**src/rtl/arcade_input_conditioner.sv**
```systemverilog
// ---------------------------------------------------------------------------
// arcade_input_conditioner
//
// Conditions the HPS joystick word for the Berzerk core. Each of the nine
// used buttons is synchronised, then debounced against a millisecond-class
// timebase. Opposing directions cancel to neutral. Coin presses are queued
// (up to three) and replayed as fixed-width, rate-limited coin pulses that
// are held off while the CPU is paused.
//
// Ports:
//   clk_sys     in   1   system clock (single domain)
//   reset_n     in   1   synchronous active-low reset
//   joy_in      in  16   [0]R [1]L [2]D [3]U [4]fire [5]start1 [6]start2
//                        [7]coin [8]pause, [15:9] unused
//   pause       in   1   CPU paused; blocks the start of a new coin pulse
//   right1..fire1 out 1  conditioned controls
//   start1/2    out  1   debounced start buttons
//   coin1       out  1   shaped coin pulse
//   pause_req   out  1   one-cycle pulse on debounced press of joy_in[8]
//   coin_queue  out  2   pending coin count, saturating at 3
// ---------------------------------------------------------------------------
module arcade_input_conditioner #(
    parameter int TICK_DIV   = 40000,
    parameter int DB_TICKS   = 5,
    parameter int COIN_TICKS = 50,
    parameter int GAP_TICKS  = 50
) (
    input  logic        clk_sys,
    input  logic        reset_n,
    input  logic [15:0] joy_in,
    input  logic        pause,
    output logic        right1,
    output logic        left1,
    output logic        down1,
    output logic        up1,
    output logic        fire1,
    output logic        start1,
    output logic        start2,
    output logic        coin1,
    output logic        pause_req,
    output logic [1:0]  coin_queue
);

    localparam int          CW         = (TICK_DIV > 1) ? $clog2(TICK_DIV) : 1;
    localparam logic [CW-1:0] PRESC_LAST = CW'(TICK_DIV - 1);
    localparam logic [7:0]  DB_LAST    = 8'(DB_TICKS - 1);
    localparam logic [7:0]  COIN_LAST  = 8'(COIN_TICKS - 1);
    localparam logic [7:0]  GAP_LAST   = 8'(GAP_TICKS - 1);

    localparam logic [1:0]  ST_IDLE    = 2'd0;
    localparam logic [1:0]  ST_PULSE   = 2'd1;
    localparam logic [1:0]  ST_GAP     = 2'd2;

    logic [CW-1:0] presc_r;
    logic          tick_s;
    logic [8:0]    sync1_r;
    logic [8:0]    sync2_r;
    logic [8:0]    db_r;
    logic [7:0]    db_cnt_r [0:8];
    logic          coin_d_r;
    logic          pause_d_r;
    logic          coin_edge_s;
    logic          deq_s;
    logic [1:0]    queue_r;
    logic [1:0]    queue_nxt_s;
    logic [1:0]    state_r;
    logic [7:0]    timer_r;
    logic          coin_r;
    logic          right_r;
    logic          left_r;
    logic          down_r;
    logic          up_r;
    logic          fire_r;
    logic          start1_r;
    logic          start2_r;
    logic          pause_req_r;
    logic          unused_s;

    // Upper joystick bits carry nothing for this core.
    assign unused_s = ^joy_in[15:9];

    // Timebase prescaler: counts 0..TICK_DIV-1 and wraps.
    always_ff @(posedge clk_sys) begin
        if (!reset_n) begin
            presc_r <= CW'(0);
        end else if (presc_r == PRESC_LAST) begin
            presc_r <= CW'(0);
        end else begin
            presc_r <= presc_r + CW'(1);
        end
    end

    assign tick_s = (presc_r == PRESC_LAST);

    // Two-flop synchroniser on the nine used joystick bits.
    always_ff @(posedge clk_sys) begin
        if (!reset_n) begin
            sync1_r <= 9'd0;
            sync2_r <= 9'd0;
        end else begin
            sync1_r <= joy_in[8:0];
            sync2_r <= sync1_r;
        end
    end

    // Per-bit debounce: a difference must persist for DB_TICKS ticks in a
    // row; any return to agreement restarts the count from zero.
    always_ff @(posedge clk_sys) begin
        for (int i = 0; i < 9; i++) begin
            if (!reset_n) begin
                db_cnt_r[i] <= 8'd0;
                db_r[i]     <= 1'b0;
            end else if (sync2_r[i] == db_r[i]) begin
                db_cnt_r[i] <= 8'd0;
            end else if (tick_s) begin
                if (db_cnt_r[i] == DB_LAST) begin
                    db_r[i]     <= sync2_r[i];
                    db_cnt_r[i] <= 8'd0;
                end else begin
                    db_cnt_r[i] <= db_cnt_r[i] + 8'd1;
                end
            end
        end
    end

    // Registered controls with opposing-direction suppression, plus the
    // delayed copies used for edge detection on coin and pause.
    always_ff @(posedge clk_sys) begin
        if (!reset_n) begin
            right_r     <= 1'b0;
            left_r      <= 1'b0;
            down_r      <= 1'b0;
            up_r        <= 1'b0;
            fire_r      <= 1'b0;
            start1_r    <= 1'b0;
            start2_r    <= 1'b0;
            pause_req_r <= 1'b0;
            pause_d_r   <= 1'b0;
            coin_d_r    <= 1'b0;
        end else begin
            right_r     <= db_r[0] & ~db_r[1];
            left_r      <= db_r[1] & ~db_r[0];
            down_r      <= db_r[2] & ~db_r[3];
            up_r        <= db_r[3] & ~db_r[2];
            fire_r      <= db_r[4];
            start1_r    <= db_r[5];
            start2_r    <= db_r[6];
            pause_req_r <= db_r[8] & ~pause_d_r;
            pause_d_r   <= db_r[8];
            coin_d_r    <= db_r[7];
        end
    end

    assign coin_edge_s = db_r[7] & ~coin_d_r;
    assign deq_s       = (state_r == ST_IDLE) && (queue_r != 2'd0) && !pause;

    // Next queue depth: a coincident press and dequeue cancel out, and a
    // press arriving with three already pending is dropped.
    always_comb begin
        queue_nxt_s = queue_r;
        case ({coin_edge_s, deq_s})
            2'b10: begin
                if (queue_r == 2'd3) begin
                    queue_nxt_s = 2'd3;
                end else begin
                    queue_nxt_s = queue_r + 2'd1;
                end
            end
            2'b01:   queue_nxt_s = queue_r - 2'd1;
            default: queue_nxt_s = queue_r;
        endcase
    end

    // Pending coin counter.
    always_ff @(posedge clk_sys) begin
        if (!reset_n) begin
            queue_r <= 2'd0;
        end else begin
            queue_r <= queue_nxt_s;
        end
    end

    // Coin pulse shaper. Pause only prevents leaving IDLE; a pulse or gap
    // already under way always runs to completion.
    always_ff @(posedge clk_sys) begin
        if (!reset_n) begin
            state_r <= ST_IDLE;
            timer_r <= 8'd0;
            coin_r  <= 1'b0;
        end else begin
            case (state_r)
                ST_IDLE: begin
                    if (deq_s) begin
                        state_r <= ST_PULSE;
                        coin_r  <= 1'b1;
                        timer_r <= 8'd0;
                    end
                end
                ST_PULSE: begin
                    if (tick_s) begin
                        if (timer_r == COIN_LAST) begin
                            state_r <= ST_GAP;
                            coin_r  <= 1'b0;
                            timer_r <= 8'd0;
                        end else begin
                            timer_r <= timer_r + 8'd1;
                        end
                    end
                end
                ST_GAP: begin
                    if (tick_s) begin
                        if (timer_r == GAP_LAST) begin
                            state_r <= ST_IDLE;
                            timer_r <= 8'd0;
                        end else begin
                            timer_r <= timer_r + 8'd1;
                        end
                    end
                end
                default: begin
                    state_r <= ST_IDLE;
                    coin_r  <= 1'b0;
                    timer_r <= 8'd0;
                end
            endcase
        end
    end

    assign right1     = right_r;
    assign left1      = left_r;
    assign down1      = down_r;
    assign up1        = up_r;
    assign fire1      = fire_r;
    assign start1     = start1_r;
    assign start2     = start2_r;
    assign coin1      = coin_r;
    assign pause_req  = pause_req_r;
    assign coin_queue = queue_r;

endmodule
```
**config.mk**
```make
export PLATFORM = sky130hd
export DESIGN_NAME = arcade_input_conditioner
export DESIGN_NICKNAME = d
export VERILOG_FILES = /design/src/rtl/arcade_input_conditioner.sv
export SDC_FILE = /design/constraint.sdc
export NUM_CORES = 1
export LEC_CHECK = 0
export BUFFER_PORTS_ARGS = -buffer_cell sky130_fd_sc_hd__buf_2
export CORE_ASPECT_RATIO = 2
export CORE_MARGIN = 8
export CORE_UTILIZATION = 40
export CTS_CLUSTER_SIZE = 40
export DETAILED_ROUTE_END_ITERATION = 10
export PLACE_DENSITY_LB_ADDON = 0.1
export SETUP_SLACK_MARGIN = 0.4
export SLEW_MARGIN = 20
export SYNTH_ARGS = -nofsm -noshare
export SYNTH_HDL_FRONTEND = slang
export SYNTH_SLANG_ARGS = --single-unit
```
**constraint.sdc**
```tcl
create_clock -name clk_sys -period 3 [get_ports clk_sys]
set_input_delay 0.15 -clock clk_sys [delete_from_list [all_inputs] [get_ports clk_sys]]
set_output_delay 0.15 -clock clk_sys [all_outputs]
set_load 0.01 [all_outputs]
```
==> impl_results.md, run 1 <==
- Commonest cells after routing, fill and taps aside: 121 x sky130_fd_sc_hd__nor2_1, 72 x sky130_fd_sc_hd__edfxtp_1, 66 x sky130_fd_sc_hd__dfxtp_1
- Area growth, synth to finish: 16.41%
- Peak supply drop: 0.3888 mV
- Die width: 106.2 µm
- Sequential-to-total area share from yosys stat: 53.57%
- Number of distinct standard cells referenced by the synthesized netlist: 40
- Fmax achieved: 426.9 MHz
- Final slew viol count: 0
- Via density: 4.849
- Min-Delay Path Class: in2reg
- Post-synthesis area per instance: 10.21 µm²
- Startpoint of the most critical register-to-register path: presc_r[9]$_SDFF_PP0_
- Cell-by-cell listing of the critical path: or4bb_1, or4_4, o31ai_4, o22ai_1, a22o_1
- Critical setup path kind: reg2reg
- Floorplan core area: 16100 µm²
- Post-detailed-route wirelength per cell: 12.99 µm
- Leading cell types by total area after synthesis: sky130_fd_sc_hd__edfxtp_1 33%, sky130_fd_sc_hd__dfxtp_1 20%, sky130_fd_sc_hd__xor2_1 7.3%
- Share of layout cells above drive strength 1: 8.802%
- Netlist area before placement: 6502 µm²
- Status: completed
- Clock sinks: 138
- Antenna-violating nets left: 0
- Number of violations reported at the end of detailed-routing iteration 0: 133
- Placed Area: 6848 µm²
- Final clock skew: 0.009590 ns
- MaxCap Viol Count: 0
- Worst Reg-to-Reg Cells: 5
- Drt drc: 0
- Via count of the first global-routing pass: 4306
- Overall power consumption: 4.572 mW
- Via Count: 4350
- Area used by multi-input combinational logic: 2848 µm²
- Number of H-tree levels: 4
- Final hold violation count: 0
- Clk pin slew, worst setup/hold paths: 0.06 ns
- Residual overflow from global routing: 0
- Post-synth EDFFs: 72
- Storage element area: 3483 µm²
- Kind of end point of the critical path: register
- Port Buffer Count: 22
- Internal reg-to-reg setup slack: 0.66 ns
- Tightest slew margin relative to the limit: 57.46%
- Top-area cell type share of the netlist area: 33.25%
- Total negative setup slack: 0 ns
- Top cell type by total area after synthesis: sky130_fd_sc_hd__edfxtp_1
- RSZ-0062 raised after global routing: false
- Number of nets produced by synthesis: 685
- Number of iterations in the first detailed-routing pass: 4
- Last element of the critical path: timer_r[5]$_SDFFE_PN0P_
- Num rows: 66
- Static leakage: 2.909 nW
- Number of setup violations in the final report: 0
- RePlAce Congestion: 0.7440
- Number of antenna violations at the first check in global routing: 0
- Net count of the finished layout: 728
- Startpoint of the most critical setup path: presc_r[9]$_SDFF_PP0_
- Drt total wl: 11650 µm
- Most common cell after layout, fill and taps aside: sky130_fd_sc_hd__nor2_1
- Final design instance area without fill: 7570 µm²
- Die height: 196.3 µm
- Worst Path Max Fanout: 26
- Cts bufs inserted: 17
- TritonCTS clock tree: done
- Transition at the pin with the smallest max-transition slack: 0.6353 ns
- Effective utilization at floorplan: 40.38%
- N_diodes: 0
- Critical path launch point type: register
- Endpoint required time on the critical path: 3.31 ns
- Number of synthesized register bits: 138
- Most frequently used flop master after synthesis: sky130_fd_sc_hd__edfxtp_1
- Total I/O pin count: 30
- Arrival time at the worst endpoint: 2.65 ns
- Final critical-path share of the clock period: 78.07%
- Half-perimeter wire length after placement: 7799 µm
- Wire length of the first global-routing pass: 20020 µm
- Clock period minus final worst setup slack: 2.342 ns
- Cell chosen for the clock root: sky130_fd_sc_hd__clkbuf_16
- Pin count of the biggest net entering global routing: 50
- Maximum cell stage delay along the critical path: 0.73 ns
- Maximum root-to-sink buffer count: 2
- Clock latency of the later-clocked register in the worst-skew pair: 0.42 ns
- Cells after synthesis: 637
- Share of flip-flops with an asynchronous set or reset after synthesis: 0%
- Cell with the biggest individual delay on the critical path: sky130_fd_sc_hd__or4_4
- Die area: 20840 µm²
- Syn. warnings: 0
- Reg2Reg Capture Point: timer_r[5]$_SDFFE_PN0P_
- Power density relative to cell area: 604.0 nW/µm²
- Filler instances: 1533
- Post-CTS setup-driven buffer insertion count: 0
- Total global routing track utilization: 12.07%
-- synthesized netlist by cell type (all sizes together) (3+ instances only) --
master and count:
a21boi 9, a21oi 4, and2 27, and3 23, buf 3, clkbuf 8, dfxtp 66, edfxtp 72
ha 29, inv 33, nand2 36, nand3 58, nand4 6, nor2 121, nor2b 6, nor3 5
nor3b 3, nor4b 6, nor4bb 3, o21ai 13, xnor2 29, xor2 54
-- registers in the layout, indices dropped and copies added (netlist names) --
name	count
coin1	1
coin_d_r	1
coin_queue	2
db_cnt_r	72
db_r	9
down1	1
fire1	1
left1	1
pause_d_r	1
pause_req	1
presc_r	16
right1	1
start1	1
start2	1
state_r	2
sync1_r	9
sync2_r	9
timer_r	8
up1	1
-- critical path, delay by kind of cell, from the launching register on --
family / cells / cell delay, ns
simple gates: 2 / 1.29
compound gates: 3 / 0.61
flops: 1 / 0.33
-- where the power goes --
group | switching [mW] | internal (mW) | leakage (nW)
sequential | 0.0529 | 2.03 | 1.40
clock | 0.786 | 1.44 | 0.303
combinational | 0.145 | 0.118 | 1.21
-- repair_timing --
item	CTS	global route
endpoints found under the hold margin	9	0
endpoints found under the setup margin	72	0
resized for setup	1	0
hold buffers	9	0
-- worst min path at each step --
stage                         start                       to  slack (ns)  depth (start not counted)
final                       reset_n        right1$_SDFF_PN0_        0.31                          4
after global routing          pause  state_r[0]$_SDFFE_PN0P_        0.33                          4
after CTS                     pause  state_r[0]$_SDFFE_PN0P_        0.29                          4
after detailed placement  joy_in[6]    sync1_r[6]$_SDFF_PN0_        0.36                          2
after global placement    joy_in[7]    sync1_r[7]$_SDFF_PN0_        0.36                          2
after floorplan           joy_in[0]    sync1_r[0]$_SDFF_PN0_        0.28                          1
-- metrics by stage --
stage          setup WS [ns]  util [%]  cells  hold WS (ns)
2_1_floorplan         0.7151         -    637        0.2773
3_3_place_gp          0.4133     42.53    856        0.3583
3_5_place_dp          0.2610     42.53    856        0.3596
4_1_cts               0.6267     47.01    897        0.2894
5_1_grt               0.5175     47.01    897        0.3321
6_report              0.6578     47.01    897        0.3051
-- layer usage --
layer,part of all wire [%],track usage [%],wire (µm)
met5,0,0,0
met2,47,19.71,5532
met4,2.3,6.509,271
met3,3.2,3.352,375
met1,47,13.97,5468
-- cells by family after synthesis --
| logic type | Yosys count | share of synthesized area [%] |
|---|---|---|
| flip-flops | 138 | 53.57 |
| multiplexers | 1 | 0.1539 |
| AO/OA/AOI/OAI | 38 | 4.079 |
| AND/OR/NAND/NOR | 304 | 22.76 |
| adder cells (fa/ha/maj) | 29 | 5.580 |
| XOR/XNOR | 83 | 11.18 |
| buffers and inverters | 44 | 2.675 |
-- layout make-up --
type | instances | share of cell area, %
multi-input cells | 455 | 37.62
flip-flops and latches | 138 | 46.02
inverters | 33 | 1.636
clock inverters | 12 | 2.264
well taps | 204 | 3.372
repair buffers | 35 | 3.041
clock buffers | 20 | 6.050
Note: power is estimated with default switching activity, not from simulation.
==> run 2: changes to the inputs <==
- clock period: 3 -> 2.1 ns (I/O delays scaled with it)
==> run 2 against run 1 <==
The flow now finishes with violations (setup timing). First-iteration DRC count fell by 2.3%. Sequential power rose by 43%. Worst hold slack got worse by 0.0082 ns. Clock skew fell by 0.00056 ns. Setup slack got worse by 0.70 ns. Combinational power rose by 81%. Final cell count rose by 2.9%. Clock-buffer cell count did not move. Design area rose by 12%. Largest power group unchanged.
==> impl_results.md, run 2 (synthesized netlist as in run 1, its figures left out) <==
- Peak supply drop: 0.5419 mV (was 0.3888 mV)
- Minimum setup slack after placement: -0.2232 ns (was 0.2610 ns)
- Via count of the first global-routing pass: 4480 (was 4306)
- Number of H-tree levels: 4 (unchanged)
- Die area: 20840 µm² (unchanged)
- Clock period minus final worst setup slack: 2.138 ns (was 2.342 ns)
- Drt drc: 0 (unchanged)
- RePlAce Congestion: 0.7547 (was 0.7440)
- Via density: 4.900 (was 4.849)
- Total I/O pin count: 30 (unchanged)
- Largest register by flop count: db_cnt_r (unchanged)
- Status: complete, but fails checks (was completed)
- Via Count: 4523 (was 4350)
- Antenna-violating nets left: 0 (unchanged)
- Cell-by-cell listing of the critical path: or4_4, or4_4, buf_12, buf_6, nor2_4, nand2_1, a21boi_1 (was or4bb_1, or4_4, o31ai_4, o22ai_1, a22o_1)
- Filler instances: 1480 (was 1533)
- Area growth, synth to finish: 30.36% (was 16.41%)
- Cell chosen for the clock root: sky130_fd_sc_hd__clkbuf_16 (unchanged)
- Total placed cells including tap cells: 873 (was 856)
- Critical setup path kind: reg2reg (unchanged)
- RSZ-0062 raised after global routing: true (was false)
- MaxCap Viol Count: 0 (unchanged)
- Final hold violation count: 0 (unchanged)
- Static leakage: 3.112 nW (was 2.909 nW)
- Cts bufs inserted: 17 (unchanged)
- Kind of end point of the critical path: register (unchanged)
- Maximum cell stage delay along the critical path: 0.63 ns (was 0.73 ns)
- Endpoint required time on the critical path: 2.44 ns (was 3.31 ns)
- Number of iterations in the first detailed-routing pass: 4 (unchanged)
- Drt total wl: 12470 µm (was 11650 µm)
- Min-Delay Path Class: in2reg (unchanged)
- Die height: 196.3 µm (unchanged)
- Port Buffer Count: 22 (unchanged)
- Net count of the finished layout: 754 (was 728)
- N_diodes: 0 (unchanged)
- Worst Path Max Fanout: 8 (was 26)
- Final slew viol count: 0 (unchanged)
- Num rows: 66 (unchanged)
- Post-detailed-route wirelength per cell: 13.50 µm (was 12.99 µm)
- Total global routing track utilization: 12.36% (was 12.07%)
- Top Registers: db_cnt_r x72, presc_r x16 (unchanged)
- Cell with the biggest individual delay on the critical path: sky130_fd_sc_hd__or4_4 (unchanged)
- End-of-flow core utilization: 52.64% (was 47.01%)
- Hold WS: 0.2969 ns (was 0.3051 ns)
- Share of layout cells above drive strength 1: 26.15% (was 8.802%)
- Half-perimeter wire length after placement: 8038 µm (was 7799 µm)
- Clk pin slew, worst setup/hold paths: 0.06 ns (about the same)
- Pin count of the biggest net entering global routing: 50 (unchanged)
- Violated checks: setup timing
- Clock sinks: 138 (unchanged)
- Transition at the pin with the smallest max-transition slack: 0.6141 ns (was 0.6353 ns)
- Final critical-path share of the clock period: 101.8% (was 78.07%)
- Number of antenna violations at the first check in global routing: 1 (was 0)
- Number of violations reported at the end of detailed-routing iteration 0: 130 (was 133)
- Commonest cells after routing, fill and taps aside: 72 x sky130_fd_sc_hd__edfxtp_1, 62 x sky130_fd_sc_hd__dfxtp_1, 61 x sky130_fd_sc_hd__nor2_1 (was 121 x sky130_fd_sc_hd__nor2_1, 72 x sky130_fd_sc_hd__edfxtp_1, 66 x sky130_fd_sc_hd__dfxtp_1)
- Clock latency of the later-clocked register in the worst-skew pair: 0.41 ns (was 0.42 ns)
- Fmax achieved: 467.8 MHz (was 426.9 MHz)
- Max reg flops: 72 (unchanged)
- Worst setup slack after layout: -0.03766 ns (was 0.6578 ns)
- Effective utilization at floorplan: 40.38% (unchanged)
- Cell repeated most along the worst path: sky130_fd_sc_hd__or4_4
- Most common cell after layout, fill and taps aside: sky130_fd_sc_hd__edfxtp_1 (was sky130_fd_sc_hd__nor2_1)
- Wire length of the first global-routing pass: 21110 µm (was 20020 µm)
- Residual overflow from global routing: 0 (unchanged)
- Power density relative to cell area: 777.1 nW/µm² (was 604.0 nW/µm²)
- Maximum root-to-sink buffer count: 2 (unchanged)
- Critical path launch point type: register (unchanged)
- TritonCTS clock tree: done (unchanged)
- Number of setup violations in the final report: 13 (was 0)
- Final clock skew: 0.009029 ns (was 0.009590 ns)
- Arrival time at the worst endpoint: 2.48 ns (was 2.65 ns)
- Filler-free cell count of the finished design: 923 (was 897)
- Total negative setup slack: -0.1309 ns (was 0 ns)
- Die width: 106.2 µm (unchanged)
- Tightest slew margin relative to the limit: 58.92% (was 57.46%)
- Floorplan core area: 16100 µm² (unchanged)
-- run 2: path summary, 6_finish.rpt --
| path | start | to | slack, ns | depth (start not counted) |
|---|---|---|---|---|
| worst max-delay path | presc_r[7]$_SDFF_PP0_ | db_r[7]$_SDFFE_PN0P_ | -0.04 | 7 |
| worst min-delay path | reset_n | down1$_SDFF_PN0_ | 0.30 | 4 |
| worst max register to register | presc_r[7]$_SDFF_PP0_ | db_r[7]$_SDFFE_PN0P_ | -0.04 | 7 |
| worst min register to register | pause_d_r$_SDFF_PN0_ | pause_req$_SDFF_PN0_ | 0.38 | 1 |
-- run 2: what timing repair did --
action                     in CTS  in global routing
setup buffers                   0                  5
gates resized for setup        23                127
cloned                          0                  4
hold endpoints to repair        9                  0
pin swaps                       2                 89
hold buffers                    9                  0
setup endpoints to repair     181                181
-- run 2: per-stage QoR --
step           instance area, µm²  total power, mW
2_1_floorplan                6606            3.298
3_3_place_gp                 7101            3.437
3_5_place_dp                 7101            3.438
4_1_cts                      7944            6.631
5_1_grt                      8477            6.856
6_report                     8477            6.588
-- run 2: layer usage --
| layer | global-route usage, % | share of wire [%] |
|---|---|---|
| met5 | 0 | 0.10 |
| met4 | 5.039 | 1.6 |
| met2 | 19.76 | 49 |
| met1 | 15.55 | 47 |
| met3 | 3.023 | 2.8 |
-- run 2: where the power goes --
| part | switching [mW] | total (mW) | internal, mW |
|---|---|---|---|
| combinational | 0.257 | 0.474 | 0.217 |
| sequential | 0.0790 | 2.98 | 2.91 |
| clock | 1.15 | 3.13 | 1.98 |
-- run 2: cell type report --
class / instances / area (µm²) / area share [%]
clock buffer: 20 / 467.9 / 5.520
multi-input combinational: 456 / 3440 / 40.58
clock inverter: 12 / 161.4 / 1.904
inverter: 33 / 123.9 / 1.461
sequential: 138 / 3488 / 41.15
timing repair buffer: 60 / 540.5 / 6.376
tap: 204 / 255.2 / 3.011
-- run 2: worst max-delay path: cells and delay by family, from the launching register on --
| family | cells | cell delay, ns |
|---|---|---|
| AO/OA/AOI/OAI | 1 | 0.11 |
| AND/OR/NAND/NOR | 4 | 1.32 |
| flip-flops | 1 | 0.32 |
| buffers and inverters | 2 | 0.31 |
